[src/rtl/ibex_rvfi_trace_buffer.sv]
// ibex_rvfi_trace_buffer
//   Captures one compact record per RVFI retirement into a flop-based
//   circular buffer and presents the oldest record to a valid/ready consumer.
//   Capture can freeze on the first trapping instruction so that the history
//   leading up to the trap is preserved until the host clears it.
//
// Ports
//   clk_i, rst_i          clock, asynchronous active-high reset
//   enable_i              capture enable (ignored retirements are not drops)
//   clear_i               synchronous flush of pointers, counters and freeze
//   rvfi_*_i              retirement record from the core
//   trace_valid_o/ready_i head record handshake
//   trace_*_o             head record fields (zero while empty)
//   count_o               occupancy 0..Depth
//   drop_cnt_o            saturating count of lost records
//   frozen_o              capture stopped by a trap
module ibex_rvfi_trace_buffer #(
    parameter int unsigned Depth      = 16,
    parameter bit          StopOnFull = 1'b0,
    parameter bit          TrapFreeze = 1'b1
) (
    input  logic                     clk_i,
    input  logic                     rst_i,
    input  logic                     enable_i,
    input  logic                     clear_i,
    input  logic                     rvfi_valid_i,
    input  logic                     rvfi_trap_i,
    input  logic                     rvfi_intr_i,
    input  logic [1:0]               rvfi_mode_i,
    input  logic [31:0]              rvfi_pc_rdata_i,
    input  logic [31:0]              rvfi_insn_i,
    input  logic [4:0]               rvfi_rd_addr_i,
    input  logic [31:0]              rvfi_rd_wdata_i,
    output logic                     trace_valid_o,
    input  logic                     trace_ready_i,
    output logic [31:0]              trace_pc_o,
    output logic [31:0]              trace_insn_o,
    output logic [4:0]               trace_rd_addr_o,
    output logic [31:0]              trace_rd_wdata_o,
    output logic [3:0]               trace_flags_o,
    output logic [15:0]              trace_seq_o,
    output logic [$clog2(Depth):0]   count_o,
    output logic [15:0]              drop_cnt_o,
    output logic                     frozen_o
);

    localparam int unsigned PW = $clog2(Depth);
    localparam int unsigned CW = PW + 1;
    localparam logic [CW-1:0] FULL_CNT = CW'(Depth);

    typedef struct packed {
        logic        trap;
        logic        intr;
        logic [1:0]  mode;
        logic [31:0] pc;
        logic [31:0] insn;
        logic [4:0]  rd_addr;
        logic [31:0] rd_wdata;
        logic [15:0] seq;
    } rec_t;

    typedef enum logic {
        RUN    = 1'b0,
        FROZEN = 1'b1
    } state_e;

    rec_t          mem [Depth];
    rec_t          wr_rec;
    rec_t          head;
    logic [PW-1:0] wr_ptr;
    logic [PW-1:0] rd_ptr;
    logic [CW-1:0] count;
    logic [15:0]   seq;
    logic [15:0]   drop_cnt;
    state_e        state;
    state_e        state_nxt;

    logic full;
    logic valid;
    logic cap;
    logic pop;
    logic drop;
    logic wr_en;
    logic rd_adv;

    assign full  = (count == FULL_CNT);
    assign valid = (count != '0);
    assign cap   = rvfi_valid_i & enable_i & (state == RUN);
    assign pop   = valid & trace_ready_i;
    // Full with no pop this cycle: record is lost either way (incoming or oldest).
    assign drop  = cap & full & ~pop;
    assign wr_en = cap & ~(drop & StopOnFull);
    // Overwrite mode pushes the head forward when the oldest entry is replaced.
    assign rd_adv = pop | (drop & ~StopOnFull);

    assign wr_rec = '{trap:     rvfi_trap_i,
                      intr:     rvfi_intr_i,
                      mode:     rvfi_mode_i,
                      pc:       rvfi_pc_rdata_i,
                      insn:     rvfi_insn_i,
                      rd_addr:  rvfi_rd_addr_i,
                      rd_wdata: rvfi_rd_wdata_i,
                      seq:      seq};

    // Storage has no reset; outputs are masked by valid instead.
    always_ff @(posedge clk_i) begin
        if (wr_en && !clear_i) begin
            mem[wr_ptr] <= wr_rec;
        end
    end

    always_ff @(posedge clk_i or posedge rst_i) begin
        if (rst_i) begin
            wr_ptr   <= '0;
            rd_ptr   <= '0;
            count    <= '0;
            seq      <= '0;
            drop_cnt <= '0;
        end else if (clear_i) begin
            wr_ptr   <= '0;
            rd_ptr   <= '0;
            count    <= '0;
            seq      <= '0;
            drop_cnt <= '0;
        end else begin
            if (wr_en) begin
                wr_ptr <= wr_ptr + PW'(1);
                seq    <= seq + 16'd1;
            end
            if (rd_adv) begin
                rd_ptr <= rd_ptr + PW'(1);
            end
            // Overwrite (wr_en & rd_adv) keeps occupancy at Depth.
            if (wr_en && !rd_adv) begin
                count <= count + CW'(1);
            end else if (!wr_en && rd_adv) begin
                count <= count - CW'(1);
            end
            if (drop && drop_cnt != 16'hFFFF) begin
                drop_cnt <= drop_cnt + 16'd1;
            end
        end
    end

    // Freeze FSM: state register
    always_ff @(posedge clk_i or posedge rst_i) begin
        if (rst_i) begin
            state <= RUN;
        end else begin
            state <= state_nxt;
        end
    end

    // Freeze FSM: next state
    always_comb begin
        state_nxt = state;
        if (clear_i) begin
            state_nxt = RUN;
        end else if (state == RUN && cap && rvfi_trap_i && TrapFreeze) begin
            state_nxt = FROZEN;
        end
    end

    // Freeze FSM: outputs
    always_comb begin
        frozen_o = (state == FROZEN);
    end

    assign head = valid ? mem[rd_ptr] : '0;

    assign trace_valid_o    = valid;
    assign trace_pc_o       = head.pc;
    assign trace_insn_o     = head.insn;
    assign trace_rd_addr_o  = head.rd_addr;
    assign trace_rd_wdata_o = head.rd_wdata;
    assign trace_flags_o    = {head.trap, head.intr, head.mode};
    assign trace_seq_o      = head.seq;
    assign count_o          = count;
    assign drop_cnt_o       = drop_cnt;

endmodule

[config.mk]
export PLATFORM = sky130hd
export DESIGN_NAME = ibex_rvfi_trace_buffer
export DESIGN_NICKNAME = d
export VERILOG_FILES = /design/src/rtl/ibex_rvfi_trace_buffer.sv
export SDC_FILE = /design/constraint.sdc
export NUM_CORES = 2
export LEC_CHECK = 0
export ABC_AREA = 1
export ABC_CLOCK_PERIOD_IN_PS = 8900
export BUFFER_PORTS_ARGS = -buffer_cell sky130_fd_sc_hd__buf_2
export CAP_MARGIN = 10
export CORE_ASPECT_RATIO = 0.9
export CORE_MARGIN = 5
export CORE_UTILIZATION = 50
export DETAILED_ROUTE_END_ITERATION = 6
export PLACE_DENSITY = 0.66
export SLEW_MARGIN = 25
export SYNTH_ARGS = -nofsm -noshare
export SYNTH_HDL_FRONTEND = slang
export SYNTH_SLANG_ARGS = --single-unit
[constraint.sdc]
create_clock -name clk_i -period 8.9 [get_ports clk_i]
set_input_delay 1.78 -clock clk_i [delete_from_list [all_inputs] [get_ports clk_i]]
set_output_delay 1.78 -clock clk_i [all_outputs]
set_load 0.005 [all_outputs]
==> impl_summary.txt <==
----------------------------------------------------
[GRT]
  Largest net degree at the start of global routing ... 307
  Total grt overflow ... 0
  All-layer global routing usage ... 23.8%
  Initial antenna violation count ... 31
  Wire length of the first global-routing pass ... 307000 um
  Via count of the first global-routing pass ... 50000

[Pwr]
  Switching part of the total power ... 31.6%
  Power spent charging and discharging nets ... 7.77 mW
  Combinational share of power ... 23.8%
  Cell internal pwr ... 16.8 mW
  Sequential Power Share ... 42.5%
  Worst vdd rail ir drop ... 318 uV
  Clock share of power ... 33.7%
  Tot Pwr ... 24.6 mW
  Power Dens Cells ... 274 nW/um^2
  Pleak ... 31.5 nW

[Critical path]
  Slowest-stage cell, CP ... sky130_fd_sc_hd__buf_4
  Req. time, crit path ... 7120 ps
  Arrival @ worst endpoint ... 4840 ps
  Maximum fanout along the worst path ... 172
  Cell class contributing the biggest share of worst-path delay ... buffers and inverters
  CP max stage delay ... 880 ps
  Element type at the critical path end ... output port
  List of cells traversed by the critical path ... inv_16, buf_16, buf_4, nand2_1, nand2_1, nand2_1, nand3_1, nand3_1, a21oi_1, buf_2
  Critical path launch point type ... flip-flop
  Worst path most repeated cell ... sky130_fd_sc_hd__nand2_1
  Critical path class ... flip-flop to output port
  Bufs and invs on worst path ... 4

[Die]
  Die height ... 390 um
  Core area ... 159000 um^2
  Die area ... 168000 um^2
  # IOs ... 255
  Die X ... 432 um
  Initial Utilization ... 50.2%
  Standard-cell row count ... 139

[Drt]
  Overall routed net length ... 203000 um
  1st-pass router iterations ... 5
  DRT iter0 DRCs ... 6100
  Wirelength per Cell ... 22.2 um
  Vias per Instance ... 5.66
  Antenna Violating Nets Remaining ... 0
  Count of vias placed by the detailed router ... 51900
  Total DRC errors in the routed layout ... 0

[Final layout]
  Most common cell after layout, fill and taps aside ... sky130_fd_sc_hd__edfxtp_1
  Synthesis-to-layout area growth ... 11.9%
  Footprint of the multi-input gates ... 18500 um^2
  Most frequent cells in the layout ... sky130_fd_sc_hd__edfxtp_1, sky130_fd_sc_hd__nor2_1, sky130_fd_sc_hd__nand2_1
  Sequential Area ... 59300 um^2
  NumNets Final ... 6998
  Layout fillers ... 12800
  Proportion of layout cells with a drive suffix above 1 ... 8.73%

[Synthesis]
  Cell area after technology mapping ... 80100 um^2
  Total of flip-flops plus latches after synthesis ... 1982
  Async S/R FF share, synth ... 2.32%
  Number of enable-type register cells in the synthesized netlist ... 1936
  Yosys warnings ... 0
  Netlist cell types ... 35
  Primary flip-flop cell chosen by synthesis mapping ... sky130_fd_sc_hd__edfxtp_1
  Post-synthesis net count ... 6908
  Mean Syn Cell Area ... 11.8 um^2
  Sequential-to-total area share from yosys stat ... 74.0%
  Synthesized netlist cell count ... 6785

[Timing]
  Measured slew at the worst slew-check pin ... 1200 ps
  Hold_ws ... 527 ps
  Final critical-path required period ... 6620 ps
  Setup Viol. Count Final ... 0
  Maximum operating frequency ... 151 MHz
  Hold Fails Final Rpt ... 0
  Final worst path period share ... 74.3%
  Accumulated negative setup slack ... 0 ps
  Final slew viol count ... 0
  Tightest slew margin relative to the limit ... 19.7%
  Final setup skew ... 25.0 ps
  Setup repair after global routing missed its margin ... no

[Clocking]
  Post-CTS setup buffer count ... 0
  CTS Buf Count ... 196
  Library cell used as clock root buffer ... sky130_fd_sc_hd__clkbuf_16
  Clock insertion delay at the later pin of the skew report ... 830 ps
  Hold-fix buffers, CTS ... 0
  PostCTS Resize Cnt ... 0
  Number of buffers on the longest clock path ... 3
  CTS Sinks ... 1982
  Maximum level of the CTS H-tree ... 4
  CTS clk-pin slew, worst paths ... 60 ps
  CTS tree ... yes

[Worst hold path]
  Class of the tightest hold or removal check ... flip-flop to flip-flop

[Placed design]
  Port-buffer cells ... 254
  DP Wirelength ... 91600 um
  Routability congestion estimate from global placement ... 0.772

[Run]
  Total of max-cap violations ... 0

[Outcome]
  Outcome ... finished, final reports clean

----------------------------------------------------
## cell families after synthesis
family	after synthesis	share of synthesized area, %
and+or+nand+nor	3261	16.5
DFF	1982	74.0
adders and majority gates	12	0.197
xor gates and xnor gates	6	0.0656
buffers and inverters	569	3.08
AOI/OAI and AO/OA	955	6.12
## routing by layer
metal | part of all wire, % | vias to the layer above | track usage (%)
met5 | 0.035 | - | 0
met2 | 47 | 1988 | 38.0
met3 | 7.7 | 313 | 4.10
li1 | - | 24000 | -
met4 | 2.1 | 10 | 6.15
met1 | 43 | 25600 | 34.3
## metrics by stage
stage / utilization [%] / std cells / instance area (um^2) / setup slack (ps)
2_1_floorplan: - / 6785 / 80100 / 959
3_3_place_gp: 52.0 / 8786 / 83000 / 3140
3_5_place_dp: 52.1 / 8789 / 83000 / 3150
4_1_cts: 56.1 / 9147 / 89500 / 2260
5_1_grt: 56.2 / 9155 / 89600 / 1910
6_report: 56.2 / 9166 / 89600 / 2280
## registers in the layout, indices dropped and copies added (netlist names)
register / count
mem: 1936
seq: 16
wr_ptr: 4
rd_ptr: 4
drop_cnt_o: 16
frozen_o: 1
count_o: 5
## Yosys cell counts (6+ instances only)
library cell,instances,area [um^2]
sky130_fd_sc_hd__buf_6,12,135
sky130_fd_sc_hd__buf_1,32,120
sky130_fd_sc_hd__o211ai_1,45,338
sky130_fd_sc_hd__inv_1,141,529
sky130_fd_sc_hd__ha_1,11,138
sky130_fd_sc_hd__dfrtp_1,46,1150
sky130_fd_sc_hd__o21ai_0,764,3820
sky130_fd_sc_hd__nor2_1,1720,6460
sky130_fd_sc_hd__nand4_1,20,125
sky130_fd_sc_hd__nand2_1,789,2960
sky130_fd_sc_hd__buf_4,6,45.0
sky130_fd_sc_hd__edfxtp_1,1936,58100
sky130_fd_sc_hd__nand3_1,715,3580
sky130_fd_sc_hd__clkbuf_2,18,90.1
sky130_fd_sc_hd__clkbuf_1,212,796
sky130_fd_sc_hd__buf_2,140,701
sky130_fd_sc_hd__a21oi_1,136,681
## power by group through the flow
stage / Clock, mW / Sequential, mW / Combinational, mW
2_1_floorplan: 0 / 10.6 / 3.84
3_3_place_gp: 0 / 10.6 / 5.74
3_5_place_dp: 0 / 10.6 / 5.82
4_1_cts: 8.41 / 10.4 / 5.86
5_1_grt: 8.82 / 10.5 / 6.51
6_report: 8.29 / 10.4 / 5.85
## area by class of cell
cell class / instances / share of cell area [%]
timing repair buffer: 314 / 2.34
clock buffer: 250 / 5.79
inverter: 147 / 0.667
antenna: 16 / 0.0447
multi-input combinational: 4234 / 20.6
tap: 2115 / 2.95
clock inverter: 108 / 1.41
sequential: 1982 / 66.2
## final timing paths
kind	startpoint	end	slack, ps	depth (start not counted)
min in group asynchronous	rst_i	count_o[2]	1060	2
hold reg to reg	wr_ptr[3]	wr_ptr[3]	530	1
setup reg to reg	frozen_o	mem[15][58]	5360	7
hold / removal	wr_ptr[3]	wr_ptr[3]	530	1
setup / recovery	rd_ptr[0]	trace_seq_o[3]	2280	10
max in group asynchronous	rst_i	rd_ptr[3]	7360	2
Note: power is estimated with default switching activity, not from simulation.
